===== src/rtl/tick_timer_pkg.sv =====
// Shared definitions for the tick_timer block: FSM state encoding and default width.
package tick_timer_pkg;

  localparam int unsigned TT_DEFAULT_WIDTH = 16;

  typedef enum logic [1:0] {
    ST_IDLE = 2'd0,
    ST_RUN  = 2'd1,
    ST_DONE = 2'd2
  } tt_state_e;

endpackage


===== src/rtl/reload_downcounter.sv =====
// Loadable down-counter that decrements on request and saturates at zero.
// Priority: clear > load > decrement. Provides zero and one detects.
module reload_downcounter
  import tick_timer_pkg::*;
#(
  parameter int unsigned WIDTH = TT_DEFAULT_WIDTH
) (
  input  logic             clk,
  input  logic             rst,
  input  logic             i_clear,
  input  logic             i_load,
  input  logic [WIDTH-1:0] i_load_val,
  input  logic             i_dec,
  output logic [WIDTH-1:0] o_count,
  output logic             o_is_zero,
  output logic             o_is_one
);

  localparam logic [WIDTH-1:0] ONE = WIDTH'(1);

  logic [WIDTH-1:0] r_count;

  always_ff @(posedge clk or posedge rst) begin
    if (rst) begin
      r_count <= '0;
    end else if (i_clear) begin
      r_count <= '0;
    end else if (i_load) begin
      r_count <= i_load_val;
    end else if (i_dec && (r_count != '0)) begin
      r_count <= r_count - ONE;
    end
  end

  assign o_count   = r_count;
  assign o_is_zero = (r_count == '0);
  assign o_is_one  = (r_count == ONE);

endmodule


===== src/rtl/tick_timer.sv =====
// Programmable interval timer counting prescaler ticks, with one-shot/periodic
// modes, sticky irq/overrun flags and a prescaler hold output.
module tick_timer
  import tick_timer_pkg::*;
#(
  parameter int unsigned WIDTH = TT_DEFAULT_WIDTH
) (
  input  logic             clk,
  input  logic             reset,
  input  logic             tick,
  input  logic             start,
  input  logic             stop,
  input  logic             periodic,
  input  logic [WIDTH-1:0] period,
  input  logic             irq_ack,
  output logic             prescaler_hold,
  output logic             busy,
  output logic [WIDTH-1:0] remaining,
  output logic             irq,
  output logic             overrun
);

  tt_state_e        r_state;
  tt_state_e        w_state_nxt;
  logic [WIDTH-1:0] r_period;
  logic             r_periodic;
  logic             r_busy;
  logic             r_hold;
  logic             r_irq;
  logic             r_overrun;

  logic             w_start_ok;
  logic             w_cnt_clear;
  logic             w_cnt_load;
  logic [WIDTH-1:0] w_cnt_load_val;
  logic             w_cnt_dec;
  logic             w_latch;
  logic             w_expire;
  logic [WIDTH-1:0] w_count;
  logic             w_cnt_zero;
  logic             w_cnt_one;

  assign w_start_ok = start && (period != '0);

  reload_downcounter #(
    .WIDTH (WIDTH)
  ) u_cnt (
    .clk        (clk),
    .rst        (reset),
    .i_clear    (w_cnt_clear),
    .i_load     (w_cnt_load),
    .i_load_val (w_cnt_load_val),
    .i_dec      (w_cnt_dec),
    .o_count    (w_count),
    .o_is_zero  (w_cnt_zero),
    .o_is_one   (w_cnt_one)
  );

  // Priority within each state: stop > start > tick.
  always_comb begin
    w_state_nxt    = r_state;
    w_cnt_clear    = 1'b0;
    w_cnt_load     = 1'b0;
    w_cnt_load_val = period;
    w_cnt_dec      = 1'b0;
    w_latch        = 1'b0;
    w_expire       = 1'b0;
    unique case (r_state)
      ST_IDLE: begin
        if (w_start_ok) begin
          w_state_nxt = ST_RUN;
          w_cnt_load  = 1'b1;
          w_latch     = 1'b1;
        end
      end
      ST_RUN: begin
        if (stop) begin
          w_state_nxt = ST_IDLE;
          w_cnt_clear = 1'b1;
        end else if (w_start_ok) begin
          w_cnt_load = 1'b1;
          w_latch    = 1'b1;
        end else if (tick && !w_cnt_zero) begin
          if (w_cnt_one) begin
            w_expire = 1'b1;
            if (r_periodic) begin
              w_cnt_load     = 1'b1;
              w_cnt_load_val = r_period;
            end else begin
              w_cnt_clear = 1'b1;
              w_state_nxt = ST_DONE;
            end
          end else begin
            w_cnt_dec = 1'b1;
          end
        end
      end
      ST_DONE: begin
        if (stop) begin
          w_state_nxt = ST_IDLE;
        end else if (w_start_ok) begin
          w_state_nxt = ST_RUN;
          w_cnt_load  = 1'b1;
          w_latch     = 1'b1;
        end else if (irq_ack) begin
          w_state_nxt = ST_IDLE;
        end
      end
      default: begin
        w_state_nxt = ST_IDLE;
        w_cnt_clear = 1'b1;
      end
    endcase
  end

  // busy/hold decode the next state so they change on the same edge as r_state.
  always_ff @(posedge clk or posedge reset) begin
    if (reset) begin
      r_state <= ST_IDLE;
      r_busy  <= 1'b0;
      r_hold  <= 1'b1;
    end else begin
      r_state <= w_state_nxt;
      r_busy  <= (w_state_nxt == ST_RUN);
      r_hold  <= (w_state_nxt != ST_RUN);
    end
  end

  always_ff @(posedge clk or posedge reset) begin
    if (reset) begin
      r_period   <= '0;
      r_periodic <= 1'b0;
    end else if (w_latch) begin
      r_period   <= period;
      r_periodic <= periodic;
    end
  end

  // Expiry outranks a simultaneous acknowledge.
  always_ff @(posedge clk or posedge reset) begin
    if (reset) begin
      r_irq     <= 1'b0;
      r_overrun <= 1'b0;
    end else if (w_expire) begin
      r_irq <= 1'b1;
      if (r_irq && !irq_ack) begin
        r_overrun <= 1'b1;
      end
    end else if (irq_ack) begin
      r_irq     <= 1'b0;
      r_overrun <= 1'b0;
    end
  end

  assign prescaler_hold = r_hold;
  assign busy           = r_busy;
  assign remaining      = w_count;
  assign irq            = r_irq;
  assign overrun        = r_overrun;

endmodule


===== config.mk =====
export PLATFORM = sky130hd
export DESIGN_NAME = tick_timer
export DESIGN_NICKNAME = d
export VERILOG_FILES = /design/src/rtl/tick_timer_pkg.sv /design/src/rtl/reload_downcounter.sv /design/src/rtl/tick_timer.sv
export SDC_FILE = /design/constraint.sdc
export NUM_CORES = 1
export LEC_CHECK = 0
export BUFFER_PORTS_ARGS = -buffer_cell sky130_fd_sc_hd__buf_2
export CAP_MARGIN = 40
export CORE_MARGIN = 5
export CORE_UTILIZATION = 45
export DETAILED_ROUTE_END_ITERATION = 8
export MAX_ROUTING_LAYER = met4
export PLACE_DENSITY = 0.66
export SLEW_MARGIN = 20
export SYNTH_ARGS = -nofsm -noshare
export SYNTH_HDL_FRONTEND = slang
export SYNTH_HIERARCHICAL = 1
export SYNTH_SLANG_ARGS = --single-unit
export TNS_END_PERCENT = 30

===== constraint.sdc =====
create_clock -name clk -period 9.4 [get_ports clk]
set_input_delay 0.94 -clock clk [delete_from_list [all_inputs] [get_ports clk]]
set_output_delay 0.94 -clock clk [all_outputs]
set_load 0.02 [all_outputs]

==> flow_summary.yaml <==
cts:
  root_buffer: "clkbuf_8"
  cts-hold-fix-buffers: 0
  cts_resized: 0
  cts_buffer_depth: 2
  cts_tree: "built"
  path_clk_slew_ps: 80
  cts_max_level: 2
  clock_latency_ps: 300
  cts_setup_buffers: 0
  numCtsBuffers: 5
  clock_sinks: 39
power_and_ir_drop:
  p_int_w: 0.000512
  p_clk_frac: 0.119
  power_frac_comb: 0.557
  power_density_nw_per_um2: 325
  ir_worst_vdd_uv: 150
  pwr-share-seq: 0.324
  switching_power_w: 0.000448
  leakage_nw: 1.36
  netSwitchingFraction: 0.467
grt:
  grt_start_max_net_pins: 23
  grt-ovfl-total: 0
  grt_first_pass_wirelength_um: 10600
  grt_pass1_vias: 2141
  grt_antenna_before_repair: 0
  track_usage: 0.186
drt:
  totalWireLength_um: 6330
  ant_nets: 0
  num_vias: 2147
  viasPerCell: 5.93
  wl_per_cell_um: 17.5
  drtPass1Iterations: 4
  drc: 0
  drt_iter0_markers: 134
critical_path:
  crit_path_max_incr_delay_ps: 670
  crit_type: "flop to flop"
  cp-end-kind: "flop"
  crit_slowest_cell: "or4b_2"
  worstPathCellList: "inv_1, ha_1, or3b_2, nor4_1, nand3b_1, or3_1, a21oi_1, buf_4, or4b_2, o41ai_1, nor2_1, a211o_1"
  arrival_ps: 4390
  cp_max_fo: 22
  start_kind: "flop"
  critical_path_required_ps: 9590
timing:
  hold_violations: 0
  fin_hold_ws_ps: 510
  rsz0062_at_grt: "no"
  slew_violations: 0
  slew-limit-headroom: 0.500
  fin_skew_ps: 6.54
  setup_tns_ps: 0
  worst_slew_pin_slew_ps: 750
  fin_crit_ps: 4200
  fmax_ghz: 0.238
  timing.final.crit_share: 0.447
  setup_viol: 0
cells_and_area:
  antenna_cells: 0
  drive_gt1_frac: 0.341
  nFillCells: 527
  finalNetCount: 318
  area_delta_synth_final_pct: 12.6
  multi_input_area_um2: 1490
  seqCellArea_um2: 977
logic_synthesis:
  yosysSeqAreaShare: 0.373
  syn_avg_cell_area_um2: 10.5
  ys_top_cells_by_area: "dfrtp_1 36%, mux2_4 11%, mux2_2 5.6%, or4_1 3.7%, ha_1 2.9%"
  synth_ff_type: "dfrtp_1"
  synth_edf_count: 0
  ys_async_sr_fraction: 1.00
  netlist_instances: 249
  netlist.area_leader.share: 0.363
  yosys_register_bits: 39
  yosysMostFrequentCell: "dfrtp_1"
  yosys-top-cells-count: "38 x dfrtp_1, 20 x mux2_4, 15 x nand2_1, 15 x nor2_1"
  syn-cell-area_um2: 2620
  yosysUniqueCellTypes: 59
  yosys.area.top_type: "dfrtp_1"
  syn_nets: 278
  synth_warnings: 6
hold_path:
  hp-class: "flop to flop"
run_status:
  status: "completed"
die:
  initial_utilization: 0.470
  die_h_um: 86.3
  core_area_um2: 5570
  row_count: 27
  die_x_um: 86.3
  die-area_um2: 7450
  ios: 43
placed_design:
  gp_congestion: 0.872
  dp_hpwl_um: 4790
  io_buffer_count: 42
run:
  cap_violations: 0
[area by class of cell]
class | instances | area share
inverters | 13 | 0.0165
repair buffers | 47 | 0.0882
clock inverters | 1 | 0.00170
well taps | 72 | 0.0305
clock buffers | 7 | 0.0259
multi-input cells | 183 | 0.506
flip-flops and latches | 39 | 0.331
[final timing paths]
| kind | from | end | slack, ps | cells after the start |
|---|---|---|---|---|
| setup / recovery | u_cnt/o_count[0]$_DFFE_PP0P_ | u_cnt/o_count[11]$_DFFE_PP0P_ | 5200 | 12 |
| hold / removal | r_period[10]$_DFFE_PP0P_ | r_period[10]$_DFFE_PP0P_ | 510 | 1 |
| setup reg to reg | u_cnt/o_count[0]$_DFFE_PP0P_ | u_cnt/o_count[11]$_DFFE_PP0P_ | 5200 | 12 |
| hold reg to reg | r_period[10]$_DFFE_PP0P_ | r_period[10]$_DFFE_PP0P_ | 510 | 1 |
| max in group asynchronous | reset | r_period[8]$_DFFE_PP0P_ | 8210 | 3 |
| min in group asynchronous | reset | overrun$_DFFE_PP0P_ | 710 | 2 |
[cells by family (layout without fill, tap and decap cells)]
logic type | count (synthesis) | in the layout | share of synthesized area
muxes | 33 | 33 | 0.170
xor gates and xnor gates | 3 | 3 | 0.0100
DFF | 39 | 39 | 0.373
and+or+nand+nor | 85 | 85 | 0.193
adders and majority gates | 6 | 6 | 0.0286
buffers and inverters | 27 | 68 | 0.0578
AOI/OAI and AO/OA | 56 | 56 | 0.168
[critical path: cells and delay by family (launching register included)]
kind,cells,cell delay (ps)
buffers and inverters,2,320
AO/OA/AOI/OAI,3,850
AND/OR/NAND/NOR,6,2260
adder cells (fa/ha/maj),1,230
flip-flops,1,430
[power by group through the flow]
| stage | Clock (W) | Combinational (W) | Sequential [W] |
|---|---|---|---|
| floorplan | 0 | 0.000376 | 0.000338 |
| detailed placement | 0 | 0.000524 | 0.000313 |
| global placement | 0 | 0.000518 | 0.000310 |
| global route | 0.000125 | 0.000581 | 0.000325 |
| finish | 0.000114 | 0.000534 | 0.000311 |
| CTS | 0.000118 | 0.000525 | 0.000311 |
[cell usage in the layout (no fill, tap or decap), types with 9 or more instances in the layout]
| cell | n |
|---|---|
| buf_2 | 42 |
| dfrtp_1 | 38 |
| mux2_4 | 20 |
| nor2_1 | 15 |
| nand2_1 | 15 |
| or4_1 | 13 |
| mux2_2 | 13 |
| inv_1 | 12 |
| a21oi_1 | 10 |
| o21ai_0 | 9 |
[state kept, by name (all words and copies together), names as in the netlist]
signal,flops
irq,1
prescaler_hold,1
r_period,16
busy,1
u_cnt/o_count,16
r_state,2
r_periodic,1
overrun,1
[metal layers]
metal / share of wire / vias to the layer above / global-route usage / routed length [um]
met5: 0 / - / - / 0
li1: - / 1032 / - / -
met2: 0.44 / 83 / 0.266 / 2780
met1: 0.48 / 1026 / 0.255 / 3020
met3: 0.075 / 6 / 0.0580 / 475
met4: 0.0085 / 0 / 0.0524 / 54
[metrics by stage]
| stage | area, um^2 | instances | utilization | worst slack [ps] | power [W] |
|---|---|---|---|---|---|
| after floorplan | 2620 | 249 | - | 5710 | 0.000714 |
| after global placement | 2830 | 351 | 0.508 | 5310 | 0.000827 |
| after detailed placement | 2860 | 353 | 0.514 | 5210 | 0.000837 |
| after CTS | 2950 | 361 | 0.528 | 5230 | 0.000954 |
| after global routing | 2950 | 362 | 0.529 | 4900 | 0.00103 |
| final | 2950 | 362 | 0.529 | 5200 | 0.000960 |
No activity file was read; power rests on OpenSTA's default activity.
